File: src/rtl/pong_game_core.sv
// Two-player pong engine: paddles, ball physics, serve, scoring, pause and game-over.
// State advances only on frame_tick; all outputs are registered.
module pong_game_core #(
   parameter int FIELD_W   = 640,
   parameter int FIELD_H   = 480,
   parameter int P1_X      = 40,
   parameter int P2_X      = 600,
   parameter int PAD_W     = 8,
   parameter int PAD_H     = 50,
   parameter int BALL_SZ   = 8,
   parameter int P_SPD     = 16,
   parameter int BX_SPD    = 8,
   parameter int BY_SPD    = 8,
   parameter int WIN_SCORE = 9,
   parameter int PAUSE_FR  = 60
) (
   input  logic       clk,
   input  logic       rst,
   input  logic       frame_tick,
   input  logic       p1_up,
   input  logic       p1_dn,
   input  logic       p2_up,
   input  logic       p2_dn,
   input  logic       p1_srv,
   input  logic       p2_srv,
   output logic [8:0] p1_y,
   output logic [8:0] p2_y,
   output logic [9:0] ball_x,
   output logic [8:0] ball_y,
   output logic [3:0] score1,
   output logic [3:0] score2,
   output logic [2:0] state,
   output logic       beep_pad,
   output logic       beep_wall,
   output logic       beep_score
);

   localparam logic [2:0] StServeP1  = 3'd0;
   localparam logic [2:0] StServeP2  = 3'd1;
   localparam logic [2:0] StPlay     = 3'd2;
   localparam logic [2:0] StPoint    = 3'd3;
   localparam logic [2:0] StGameOver = 3'd4;

   localparam int CntW = (PAUSE_FR > 1) ? $clog2(PAUSE_FR) : 1;
   localparam logic [CntW-1:0] CntLast = CntW'(PAUSE_FR - 1);
   localparam logic [3:0] WinScore = 4'(WIN_SCORE);

   localparam logic signed [10:0] PSpd     = 11'(P_SPD);
   localparam logic signed [10:0] BxSpd    = 11'(BX_SPD);
   localparam logic signed [10:0] BySpd    = 11'(BY_SPD);
   localparam logic signed [10:0] HalfBall = 11'(BALL_SZ / 2);
   localparam logic signed [10:0] PadMin   = 11'(PAD_H / 2);
   localparam logic signed [10:0] PadMax   = 11'(FIELD_H - 1 - PAD_H / 2);
   localparam logic signed [10:0] P1Face   = 11'(P1_X + PAD_W / 2);
   localparam logic signed [10:0] P2Face   = 11'(P2_X - PAD_W / 2);
   localparam logic signed [10:0] P1ParkX  = P1Face + HalfBall;
   localparam logic signed [10:0] P2ParkX  = P2Face - HalfBall;
   localparam logic signed [10:0] HitRange = 11'((PAD_H + BALL_SZ) / 2);
   localparam logic signed [10:0] FieldWm1 = 11'(FIELD_W - 1);
   localparam logic signed [10:0] FieldHm1 = 11'(FIELD_H - 1);
   localparam logic signed [10:0] YMid     = 11'(FIELD_H / 2);

   logic [8:0]      p1_y_q, p1_y_d, p2_y_q, p2_y_d, ball_y_q, ball_y_d;
   logic [9:0]      ball_x_q, ball_x_d;
   logic [3:0]      score1_q, score1_d, score2_q, score2_d;
   logic [2:0]      state_q, state_d;
   logic [CntW-1:0] cnt_q, cnt_d;
   logic            vx_neg_q, vx_neg_d, vy_neg_q, vy_neg_d;
   logic            p2_scored_q, p2_scored_d;
   logic            p1_srv_q, p2_srv_q;
   logic            srv1_pend_q, srv1_pend_d, srv2_pend_q, srv2_pend_d;
   logic            beep_pad_q, beep_pad_d, beep_wall_q, beep_wall_d;
   logic            beep_score_q, beep_score_d;

   logic                   srv1_evt, srv2_evt, hit1, hit2;
   logic [8:0]             p1_new, p2_new;
   logic signed [10:0]     bx, by, nx, ny, dy1, dy2;

   function automatic logic [8:0] pad_step(input logic [8:0] y, input logic up,
                                           input logic dn);
      logic signed [10:0] t;
      t = signed'({2'b00, y});
      if (up && !dn) t = t - PSpd;
      else if (dn && !up) t = t + PSpd;
      if (t < PadMin) t = PadMin;
      else if (t > PadMax) t = PadMax;
      return t[8:0];
   endfunction

   always_comb begin
      p1_y_d       = p1_y_q;
      p2_y_d       = p2_y_q;
      ball_x_d     = ball_x_q;
      ball_y_d     = ball_y_q;
      score1_d     = score1_q;
      score2_d     = score2_q;
      state_d      = state_q;
      cnt_d        = cnt_q;
      vx_neg_d     = vx_neg_q;
      vy_neg_d     = vy_neg_q;
      p2_scored_d  = p2_scored_q;
      beep_pad_d   = 1'b0;
      beep_wall_d  = 1'b0;
      beep_score_d = 1'b0;

      // Serve edges between ticks are held until the next tick consumes them.
      srv1_evt    = srv1_pend_q | (p1_srv & ~p1_srv_q);
      srv2_evt    = srv2_pend_q | (p2_srv & ~p2_srv_q);
      srv1_pend_d = srv1_evt & ~frame_tick;
      srv2_pend_d = srv2_evt & ~frame_tick;

      p1_new = pad_step(p1_y_q, p1_up, p1_dn);
      p2_new = pad_step(p2_y_q, p2_up, p2_dn);

      bx  = signed'({1'b0, ball_x_q});
      by  = signed'({2'b00, ball_y_q});
      nx  = vx_neg_q ? bx - BxSpd : bx + BxSpd;
      ny  = vy_neg_q ? by - BySpd : by + BySpd;
      dy1 = ny - signed'({2'b00, p1_y_q});
      dy2 = ny - signed'({2'b00, p2_y_q});
      hit1 = vx_neg_q && (bx - HalfBall > P1Face) && (nx - HalfBall <= P1Face) &&
             (dy1 <= HitRange) && (dy1 >= -HitRange);
      hit2 = !vx_neg_q && (bx + HalfBall < P2Face) && (nx + HalfBall >= P2Face) &&
             (dy2 <= HitRange) && (dy2 >= -HitRange);

      if (frame_tick) begin
         case (state_q)
            StServeP1: begin
               p1_y_d   = p1_new;
               p2_y_d   = p2_new;
               ball_x_d = 10'(P1ParkX);
               ball_y_d = p1_new;
               if (srv1_evt) begin
                  state_d  = StPlay;
                  vx_neg_d = 1'b0;
               end
            end
            StServeP2: begin
               p1_y_d   = p1_new;
               p2_y_d   = p2_new;
               ball_x_d = 10'(P2ParkX);
               ball_y_d = p2_new;
               if (srv2_evt) begin
                  state_d  = StPlay;
                  vx_neg_d = 1'b1;
               end
            end
            StPlay: begin
               p1_y_d = p1_new;
               p2_y_d = p2_new;
               if (nx - HalfBall <= 11'sd0) begin
                  score2_d     = (score2_q == WinScore) ? score2_q : score2_q + 4'd1;
                  p2_scored_d  = 1'b1;
                  beep_score_d = 1'b1;
                  state_d      = StPoint;
                  cnt_d        = '0;
               end else if (nx + HalfBall >= FieldWm1) begin
                  score1_d     = (score1_q == WinScore) ? score1_q : score1_q + 4'd1;
                  p2_scored_d  = 1'b0;
                  beep_score_d = 1'b1;
                  state_d      = StPoint;
                  cnt_d        = '0;
               end else begin
                  ball_x_d = nx[9:0];
                  ball_y_d = ny[8:0];
                  if (hit1) begin
                     ball_x_d   = 10'(P1ParkX);
                     vx_neg_d   = 1'b0;
                     beep_pad_d = 1'b1;
                  end else if (hit2) begin
                     ball_x_d   = 10'(P2ParkX);
                     vx_neg_d   = 1'b1;
                     beep_pad_d = 1'b1;
                  end
                  if (ny - HalfBall < 11'sd0) begin
                     ball_y_d    = 9'(HalfBall);
                     vy_neg_d    = 1'b0;
                     beep_wall_d = 1'b1;
                  end else if (ny + HalfBall > FieldHm1) begin
                     ball_y_d    = 9'(FieldHm1 - HalfBall);
                     vy_neg_d    = 1'b1;
                     beep_wall_d = 1'b1;
                  end
               end
            end
            StPoint: begin
               cnt_d = cnt_q + 1'b1;
               if (cnt_q == CntLast) begin
                  // The conceding player serves next unless the scorer has just won.
                  if (p2_scored_q) begin
                     if (score2_q == WinScore) begin
                        state_d = StGameOver;
                     end else begin
                        state_d  = StServeP1;
                        ball_x_d = 10'(P1ParkX);
                        ball_y_d = p1_y_q;
                     end
                  end else begin
                     if (score1_q == WinScore) begin
                        state_d = StGameOver;
                     end else begin
                        state_d  = StServeP2;
                        ball_x_d = 10'(P2ParkX);
                        ball_y_d = p2_y_q;
                     end
                  end
               end
            end
            StGameOver: begin
               if (srv1_evt || srv2_evt) begin
                  score1_d = '0;
                  score2_d = '0;
                  p1_y_d   = 9'(YMid);
                  p2_y_d   = 9'(YMid);
                  ball_x_d = 10'(P1ParkX);
                  ball_y_d = 9'(YMid);
                  state_d  = StServeP1;
               end
            end
            default: state_d = StServeP1;
         endcase
      end
   end

   always_ff @(posedge clk) begin
      if (rst) begin
         p1_y_q       <= 9'(YMid);
         p2_y_q       <= 9'(YMid);
         ball_x_q     <= 10'(P1ParkX);
         ball_y_q     <= 9'(YMid);
         score1_q     <= '0;
         score2_q     <= '0;
         state_q      <= StServeP1;
         cnt_q        <= '0;
         vx_neg_q     <= 1'b0;
         vy_neg_q     <= 1'b0;
         p2_scored_q  <= 1'b0;
         p1_srv_q     <= 1'b0;
         p2_srv_q     <= 1'b0;
         srv1_pend_q  <= 1'b0;
         srv2_pend_q  <= 1'b0;
         beep_pad_q   <= 1'b0;
         beep_wall_q  <= 1'b0;
         beep_score_q <= 1'b0;
      end else begin
         p1_y_q       <= p1_y_d;
         p2_y_q       <= p2_y_d;
         ball_x_q     <= ball_x_d;
         ball_y_q     <= ball_y_d;
         score1_q     <= score1_d;
         score2_q     <= score2_d;
         state_q      <= state_d;
         cnt_q        <= cnt_d;
         vx_neg_q     <= vx_neg_d;
         vy_neg_q     <= vy_neg_d;
         p2_scored_q  <= p2_scored_d;
         p1_srv_q     <= p1_srv;
         p2_srv_q     <= p2_srv;
         srv1_pend_q  <= srv1_pend_d;
         srv2_pend_q  <= srv2_pend_d;
         beep_pad_q   <= beep_pad_d;
         beep_wall_q  <= beep_wall_d;
         beep_score_q <= beep_score_d;
      end
   end

   assign p1_y       = p1_y_q;
   assign p2_y       = p2_y_q;
   assign ball_x     = ball_x_q;
   assign ball_y     = ball_y_q;
   assign score1     = score1_q;
   assign score2     = score2_q;
   assign state      = state_q;
   assign beep_pad   = beep_pad_q;
   assign beep_wall  = beep_wall_q;
   assign beep_score = beep_score_q;

endmodule

File: config.mk
export PLATFORM = sky130hd
export DESIGN_NAME = pong_game_core
export DESIGN_NICKNAME = d
export VERILOG_FILES = /design/src/rtl/pong_game_core.sv
export SDC_FILE = /design/constraint.sdc
export NUM_CORES = 1
export LEC_CHECK = 0
export BUFFER_PORTS_ARGS = -buffer_cell sky130_fd_sc_hd__buf_2
export CELL_PAD_IN_SITES_DETAIL_PLACEMENT = 0
export CELL_PAD_IN_SITES_GLOBAL_PLACEMENT = 1
export CORE_MARGIN = 5
export CORE_UTILIZATION = 34
export CTS_CLUSTER_DIAMETER = 150
export DETAILED_ROUTE_END_ITERATION = 8
export PLACE_DENSITY_LB_ADDON = 0.08
export SLEW_MARGIN = 20
export SYNTH_ARGS = -nofsm -noshare
export SYNTH_HDL_FRONTEND = slang
export SYNTH_SLANG_ARGS = --single-unit
File: constraint.sdc
create_clock -name clk -period 6.5 [get_ports clk]
set_clock_uncertainty 0.15 [all_clocks]
set_input_delay 1.3 -clock clk [delete_from_list [all_inputs] [get_ports clk]]
set_output_delay 1.3 -clock clk [all_outputs]
set_load 0.02 [all_outputs]
**After elaboration in Yosys (flattened, before gate mapping)**

Index checks and enable logic that the tools add are counted.

- Bits in registers: 64
- Bits in latches: 0
- RAM bits: 0
- ROM bits: 0
- Input bits: 9
- Output and inout bits: 51
- Word-level logic and storage cells: 194
- Memories: 0

- Add/sub/neg operators: 19
- $mul: 0
- Div/mod/pow operators: 0
- $lt $le $gt $ge: 16
- Eq/ne operators: 21
- Shift-type cells: 0
- Mux-type cells: 70
- Bitwise gates (word level): 12
- Reductions and logical operators: 38

Operator list:

| cell | number |
|---|---|
| 9-bit two-way mux | 13 |
| 10-bit two-way mux | 11 |
| 10-bit case mux with 5 select lines | 1 |
| 9-bit case mux with 5 select lines | 1 |
| 11-bit two-way mux | 4 |
| 9-bit case mux with 2 select lines | 2 |
| 11-bit by 10-bit greater-than comparator with 1-bit output (second input constant) | 3 |
| 3-bit two-way mux | 9 |
| 4-bit two-way mux | 6 |
| 11-bit by 4-bit adder with 11-bit output (second input constant) | 2 |
| 11-bit greater-or-equal comparator (second input constant) | 2 |
| 11-bit by 6-bit greater-or-equal comparator with 1-bit output (second input constant) | 2 |
| 11-bit by 6-bit less-or-equal comparator with 1-bit output (second input constant) | 2 |
| 11-bit by 6-bit < comparator with 1-bit output (second input constant) | 2 |
| 11-bit by 10-bit subtractor with 11-bit output | 2 |
| 11-bit by 4-bit subtractor with 11-bit output (second input constant) | 2 |
| 9-bit by 5-bit adder with 10-bit output (second input constant) | 2 |
| 2-bit inequality test (second input constant) | 10 |
| 9-bit by 5-bit subtractor with 10-bit output (second input constant) | 2 |
| 1-bit two-way mux | 16 |
| 4-bit case mux with 2 select lines | 2 |
| 3-bit case mux with 5 select lines | 1 |
| 1-bit logical AND | 12 |
| 6-bit two-way mux | 2 |
| other kinds (37) | 65 |

**Depth between registers and ports, before layout**

Gate-level depths: netlist of the first run.

- Depth after elaboration: 12
- Mapped depth: 15

**Worst setup path before layout of the first run**

No wires, ideal clock.

- Path kind: register to register
- From: reg ball_y_q[3], in the netlist ball_y[3]
- To: reg ball_x_q[9], in the netlist ball_x[9]
- Arrival: 3,610 ps
- Path slack: 2,618 ps
- Stages on the path, launching flop included: 15
- Buffers on the path: 0
- Period minus slack after synthesis: 3,882 ps
- Path through: dfxtp_1 inv_1 ha_1 mux2i_1 xor2_1 inv_1 ha_1 and3_1 a221oi_1 or2_2 a31oi_1 nand4_1 o41ai_2 a21oi_1 a221o_1

- Cells in the longest elaborated chain, start to end: 11
- Elaborated cells between the ends (all ways): 18

RTL lines:

| element | RTL line | source |
|---|---|---|
| from (decl) | 63 | `logic [8:0] p1_y_q, p1_y_d, p2_y_q, p2_y_d, ball_y_q, ball_y_d;` |
| from (signal assigned) | 230 | `ball_y_q <= 9'(YMid);` |
| from (signal assigned) | 249 | `ball_y_q <= ball_y_d;` |
| 9-bit by 4-bit adder with 10-bit output or 9-bit by 4-bit subtractor with 10-bit output (tied branches) | 118 | `ny = vy_neg_q ? by - BySpd : by + BySpd;` |
| 11-bit two-way mux (*) | 118 |  |
| 11-bit by 10-bit subtractor with 11-bit output | 120 | `dy2 = ny - signed'({2'b00, p2_y_q});` |
| 11-bit by 6-bit less-or-equal comparator with 1-bit output | 124 | `(dy2 <= HitRange) && (dy2 >= -HitRange);` |
| 1-bit logical AND | 123 | `hit2 = !vx_neg_q && (bx + HalfBall < P2Face) && (nx + HalfBall >= P2Face) &&` |
| 1-bit logical AND | 124 |  |
| 10-bit two-way mux | 170 | `end else if (hit2) begin` |
| 10-bit two-way mux (*) | 166 | `if (hit1) begin` |
| 10-bit two-way mux (*) | 157 | `end else if (nx + HalfBall >= FieldWm1) begin` |
| 10-bit two-way mux (*) | 151 | `if (nx - HalfBall <= 11'sd0) begin` |
| 10-bit case mux with 5 select lines (*) | 127 | `case (state_q)` |
| to (signal assigned) | 229 | `ball_x_q <= 10'(P1ParkX);` |
| to (signal assigned) | 248 | `ball_x_q <= ball_x_d;` |
| to (decl) | 64 | `logic [9:0] ball_x_q, ball_x_d;` |

Every way passes the cells marked *; elsewhere a longest branch is shown, timed or not. The select of a mux whose other input is x is not followed.
A chain may end at the register's enable or synchronous reset.

**Final worst setup path of the first run**

Same ends and word-level chain as after synthesis.

==> impl_metrics.json, run 1 <==
{
  "tightestPinTransition_ns": 0.858,
  "dr.pass1.iters": 7,
  "layout_commonest_cell": "nor2_1",
  "numClockSinks": 61,
  "grt_first_pass_wirelength_um": 30500,
  "period_share": 0.716,
  "rows": 47,
  "drtAntennaViolNets": 0,
  "gp_congestion": 0.895,
  "cp-start-kind": "flip-flop",
  "post-place-ws_ns": 1.94,
  "setup.worst_path.end_class": "flip-flop",
  "antenna_found_initial": 0,
  "swShare": 0.449,
  "p_sw_w": 0.000831,
  "cts_max_path_buffers": 2,
  "drive_above_1_share": 0.127,
  "slew_headroom": 0.421,
  "ir_worst_vdd_mv": 0.137,
  "synthSimpleGateAreaFrac": 0.243,
  "final_cell_mix": "nor2_1, nand2_1, a21oi_1, dfxtp_1, buf_2",
  "chipHeight_um": 139,
  "power_density_nw_per_um2": 289,
  "area_growth_syn_to_layout_pct": 13.3,
  "hp-class": "flip-flop to flip-flop",
  "clkTransAtPathRegs_ns": 0.06,
  "synthAdderAreaFrac": 0.115,
  "io_buffers": 56,
  "post_drt_via_cell_ratio": 5.75,
  "fin_crit_ns": 4.65,
  "synth_compound_area_frac": 0.286,
  "fin_ws_ns": 1.85,
  "synth_area_per_cell_um2": 7.62,
  "num-nets-final": 849,
  "synthFlopType": "dfxtp_1",
  "cts-resized-gates": 0,
  "clock_latency_ns": 0.34,
  "drc": 0,
  "path_class": "flip-flop to flip-flop",
  "clkPwrFrac": 0.250,
  "finalSetupTns_ns": 0,
  "cts_buffers": 9,
  "regToRegSetupSlack_ns": 1.85,
  "drt_wl_total_um": 18800,
  "crit_arrival_ns": 4.73,
  "max-cap-violations": 0,
  "ys_top_cells_by_area": "dfxtp_1, ha_1, a21oi_1",
  "r2r-end": "ball_x[9]$_SDFFE_PP0P_",
  "r2r-start": "ball_y[3]$_SDFFE_PP0P_",
  "start_util": 0.343,
  "power_w": 0.00185,
  "synth_cell_type_count": 85,
  "leakagePower_nw": 2.60,
  "rsz0062_at_grt": "no",
  "drv_slew": 0,
  "p_seq_frac": 0.257,
  "post_cts_buffers": 0,
  "yosysTopAreaCellShare": 0.216,
  "ys.warnings.count": 0,
  "synth_top_family_by_area": "compound AO/OA/AOI/OAI gates",
  "postCtsHoldBufs": 0,
  "synth_area_um2": 5650,
  "synth_async_sr_flop_share": 0,
  "h-tree-depth": 3,
  "cts_root_buf": "clkbuf_16",
  "grt_pass1_vias": 5642,
  "dp.cells": 999,
  "wl_per_cell_um": 18.6,
  "finalSetupViolCount": 0,
  "antennaDiodeCount": 0,
  "path_max_fanout": 8,
  "die_x_um": 139,
  "dieArea_um2": 19300,
  "ff2ff_path_depth": 13,
  "final-hold-violation-count": 0,
  "internal-power_w": 0.00102,
  "synth_mux_area_frac": 0.0283,
  "grt_max_degree": 34,
  "synth-edff-count": 0,
  "grt_overflow": 0,
  "vias": 5832,
  "synth-seq-cells": 61,
  "status": "complete, no violations",
  "cts_tree": "built",
  "power_frac_comb": 0.493,
  "worstPathRequired_ns": 6.58,
  "synth_xor_xnor_area_share": 0.0633,
  "drt_iter0_markers": 543,
  "critPathLaunch": "ball_y[3]$_SDFFE_PP0P_",
  "dp_hpwl_um": 14800,
  "coreArea_um2": 16500,
  "post_synth_inst_count": 742,
  "track_usage": 0.194,
  "ioPinCount": 60,
  "synth_area_leader_cell": "dfxtp_1",
  "endpoint": "ball_x[9]$_SDFFE_PP0P_",
  "finalNonFillerCells": 1015,
  "max_freq_mhz": 215,
  "yosysSeqAreaShare": 0.216
}
==> metal layers <==
layer / routed length (um) / global-route usage
met1: 9150 / 0.275
met2: 8280 / 0.295
met3: 1050 / 0.0403
met4: 362 / 0.0597
met5: 0 / 0
==> power by group through the flow <==
stage | logic, W | registers (W) | clock network, W
floorplan | 0.000668 | 0.000480 | 0
global placement | 0.000892 | 0.000482 | 0
detailed placement | 0.000895 | 0.000484 | 0
CTS | 0.000901 | 0.000475 | 0.000470
global route | 0.00101 | 0.000484 | 0.000490
finish | 0.000911 | 0.000475 | 0.000463
==> flip-flops by register name (all words and copies together), names as in the netlist, 3 cells and up <==
register and count:
score2 4, p1_y 9, ball_x 7, p2_y 9, score1 4, cnt_q 6, ball_y 9, state 3
==> critical path, cell delays in order (launching register included) <==
cell and delay (ns):
dfxtp_1 0.46, inv_1 0.19, ha_1 0.34, xnor2_1 0.43, inv_1 0.25, ha_1 0.45
and3_1 0.21, a221oi_1 0.12, or2_2 0.32, a31oi_1 0.25, nand4_1 0.15, o41ai_2 0.51
a21oi_1 0.31, a221o_1 0.40
==> cell families (layout without fill, tap and decap cells) <==
logic type	after synthesis	in the layout
fa+ha+maj	50	50
xor+xnor	40	40
simple gates	274	274
compound gates	234	234
mux	16	16
other cells	1	3
flops	61	61
buf+inv	66	117
==> stage by stage <==
| step | utilization | hold slack, ns | area [um2] |
|---|---|---|---|
| floorplan | - | 0.315 | 5660 |
| global placement | 0.372 | 0.324 | 6120 |
| detailed placement | 0.372 | 0.333 | 6120 |
| CTS | 0.389 | 0.342 | 6410 |
| global route | 0.389 | 0.383 | 6410 |
| finish | 0.389 | 0.336 | 6410 |
==> area by class of cell <==
cell class,count,area [um2]
Clock inverter,6,43.8
Timing Repair Buffer,58,295
Multi-Input combinational cell,617,4170
Sequential cell,61,1220
Tap cell,220,275
Clock buffer,10,239
Inverter,43,161
Fill cell,1764,10100
==> Yosys cell counts, drive strengths merged (10+ instances only) <==
cell,count
nor2,76
dfxtp,61
or3,12
nand3,22
a21o,11
nor3,22
xor2,18
clkbuf,14
o211ai,11
nand4,11
xnor2,22
a21oi,61
nor2b,10
o21ai,36
o22ai,12
nand2,64
mux2i,16
ha,47
inv,43
a211oi,16
o21a,11
==> how the worst min path moves through the flow <==
stage / end / cells past startpoint / slack (ns) / from
final: cnt_q[1]$_SDFFE_PP0P_ / 2 / 0.34 / cnt_q[1]$_SDFFE_PP0P_
after global routing: cnt_q[1]$_SDFFE_PP0P_ / 2 / 0.38 / cnt_q[1]$_SDFFE_PP0P_
after CTS: cnt_q[1]$_SDFFE_PP0P_ / 2 / 0.34 / cnt_q[1]$_SDFFE_PP0P_
after detailed placement: cnt_q[1]$_SDFFE_PP0P_ / 2 / 0.33 / cnt_q[1]$_SDFFE_PP0P_
after global placement: cnt_q[1]$_SDFFE_PP0P_ / 2 / 0.32 / cnt_q[1]$_SDFFE_PP0P_
after floorplan: cnt_q[1]$_SDFFE_PP0P_ / 2 / 0.32 / cnt_q[1]$_SDFFE_PP0P_
Power figures use the tool's default switching activity.
==> run 2: changes to the inputs <==
==> constraint.sdc (replaced) <==
create_clock -name clk -period 4.2 [get_ports clk]
set_clock_uncertainty 0.15 [all_clocks]
set_input_delay 0.84 -clock clk [delete_from_list [all_inputs] [get_ports clk]]
set_output_delay 0.84 -clock clk [all_outputs]
set_load 0.02 [all_outputs]
==> impl_metrics.json, run 2 (same netlist as run 1, synthesis figures left out) <==
{
  "status": "complete, no violations",
  "crit_arrival_ns": 3.98,
  "vias": 5910,
  "drv_slew": 0,
  "rsz0062_at_grt": "no",
  "setup.worst_path.end_class": "flip-flop",
  "cts_buffers": 9,
  "postLayoutCoreUtil": 0.404,
  "post_cts_buffers": 0,
  "crit_buf_inv": 3,
  "grt_overflow": 0,
  "internal-power_w": 0.00163,
  "cts_tree": "built",
  "clock_latency_ns": 0.34,
  "final_cell_mix": "nor2_1, nand2_1, a21oi_1, dfxtp_1, buf_2",
  "rows": 47,
  "drtAntennaViolNets": 0,
  "ir_worst_vdd_mv": 0.230,
  "tightestPinTransition_ns": 0.769,
  "finalHoldWorstSlack_ns": 0.345,
  "dr.pass1.iters": 5,
  "track_usage": 0.198,
  "period_share": 0.927,
  "chipHeight_um": 139,
  "crit_slowest_cell": "dfxtp_1",
  "wl_per_cell_um": 18.5,
  "drt_wl_total_um": 19400,
  "h-tree-depth": 3,
  "die_x_um": 139,
  "final-hold-violation-count": 0,
  "cpPeakStageDelay_ns": 0.46,
  "area_growth_syn_to_layout_pct": 17.6,
  "clkPwrFrac": 0.239,
  "numClockSinks": 61,
  "p_sw_w": 0.00129,
  "fillers": 1760,
  "postCtsHoldBufs": 0,
  "crit_path_cell_trace": "inv_1 -> ha_1 -> mux2i_1 -> xor2_1 -> inv_1 -> ha_1 -> and3_1 -> a221oi_1 -> or2_2 -> a31oi_1 -> nor4_1 -> nand4_1 -> o41ai_2 -> buf_4 -> a21oi_1 -> a221o_1",
  "finalSetupTns_ns": 0,
  "drt_iter0_markers": 419,
  "gp_congestion": 0.881,
  "power_frac_comb": 0.519,
  "antenna_found_initial": 0,
  "worstPathRequired_ns": 4.28,
  "finalSetupViolCount": 0,
  "antennaDiodeCount": 0,
  "drc": 0,
  "leakagePower_nw": 2.75,
  "num-nets-final": 878,
  "dieArea_um2": 19300,
  "max-cap-violations": 0,
  "io_buffers": 56,
  "ioPinCount": 60,
  "power_w": 0.00292,
  "grt_max_degree": 34,
  "slew_headroom": 0.482,
  "post_drt_via_cell_ratio": 5.66,
  "cpLargestDelayFamily": "compound AO/OA/AOI/OAI gates",
  "cts-resized-gates": 0,
  "cts_root_buf": "clkbuf_16",
  "swShare": 0.442,
  "grt_first_pass_wirelength_um": 30900,
  "grt_pass1_vias": 5678,
  "p_seq_frac": 0.242,
  "power_density_nw_per_um2": 439,
  "hp-class": "flip-flop to flip-flop",
  "coreArea_um2": 16500,
  "fin_crit_ns": 3.90,
  "max_freq_mhz": 257,
  "layout_commonest_cell": "nor2_1",
  "cts_max_path_buffers": 2,
  "path_max_fanout": 8,
  "start_util": 0.343,
  "drive_above_1_share": 0.160,
  "path_class": "flip-flop to flip-flop",
  "clkTransAtPathRegs_ns": 0.05,
  "cp-start-kind": "flip-flop",
  "dp_hpwl_um": 15500
}
==> run 2: changes by cell type in the layout (fill, tap and decap cells not counted), moves of 2 or more <==
cell and delta:
clkinv_2 -2, buf_4 +29, clkinv_4 +3, clkbuf_1 +2
inv_6 -3
==> run 2: worst register-to-register path, delay by kind of cell (launching register included) <==
kind                       cells  cell delay (ns)
AOI/OAI and AO/OA              5             1.06
xor gates and xnor gates       1             0.21
adders and majority gates      2             0.59
buffers and inverters          3             0.42
DFF                            1             0.46
muxes                          1             0.17
and+or+nand+nor                4             0.72
==> run 2: final timing paths <==
path                          startpoint                     end  slack, ns  cells after the start
setup / recovery  ball_y[3]$_SDFFE_PP0P_  ball_x[9]$_SDFFE_PP0P_       0.30                     16
setup reg to reg  ball_y[3]$_SDFFE_PP0P_  ball_x[9]$_SDFFE_PP0P_       0.30                     16
hold / removal     cnt_q[0]$_SDFFE_PP0P_   cnt_q[0]$_SDFFE_PP0P_       0.35                      2
hold reg to reg    cnt_q[0]$_SDFFE_PP0P_   cnt_q[0]$_SDFFE_PP0P_       0.35                      2
==> run 2: routing by layer <==
metal	routed length (um)	track usage	vias up
met4	367	0.0608	0
met3	985	0.0324	26
li1	-	-	2906
met2	8610	0.302	174
met1	9400	0.284	2804
met5	0	0	-
==> run 2: power by group through the flow <==
stage | combinational [W] | sequential [W] | clock, W
4_1_cts | 0.00149 | 0.000705 | 0.000713
3_5_place_dp | 0.00148 | 0.000717 | 0
6_report | 0.00152 | 0.000705 | 0.000699
5_1_grt | 0.00167 | 0.000716 | 0.000740
2_1_floorplan | 0.00103 | 0.000742 | 0
3_3_place_gp | 0.00148 | 0.000716 | 0
==> run 2: layout make-up <==
| cell class | count | area, um2 | area share |
|---|---|---|---|
| sequential | 61 | 1220 | 0.184 |
| multi-input combinational | 617 | 4200 | 0.631 |
| tap | 220 | 275 | 0.0414 |
| timing repair buffer | 87 | 513 | 0.0771 |
| clock buffer | 12 | 246 | 0.0371 |
| inverter | 43 | 161 | 0.0243 |
| clock inverter | 4 | 33.8 | 0.00508 |
==> run 2: through the flow <==
step,cells,instance area (um2),worst slack (ns)
after CTS,1044,6620,0.218
after floorplan,744,5660,0.318
final,1044,6650,0.305
after global placement,1028,6340,0.334
after detailed placement,1028,6340,0.242
after global routing,1044,6650,0.0336
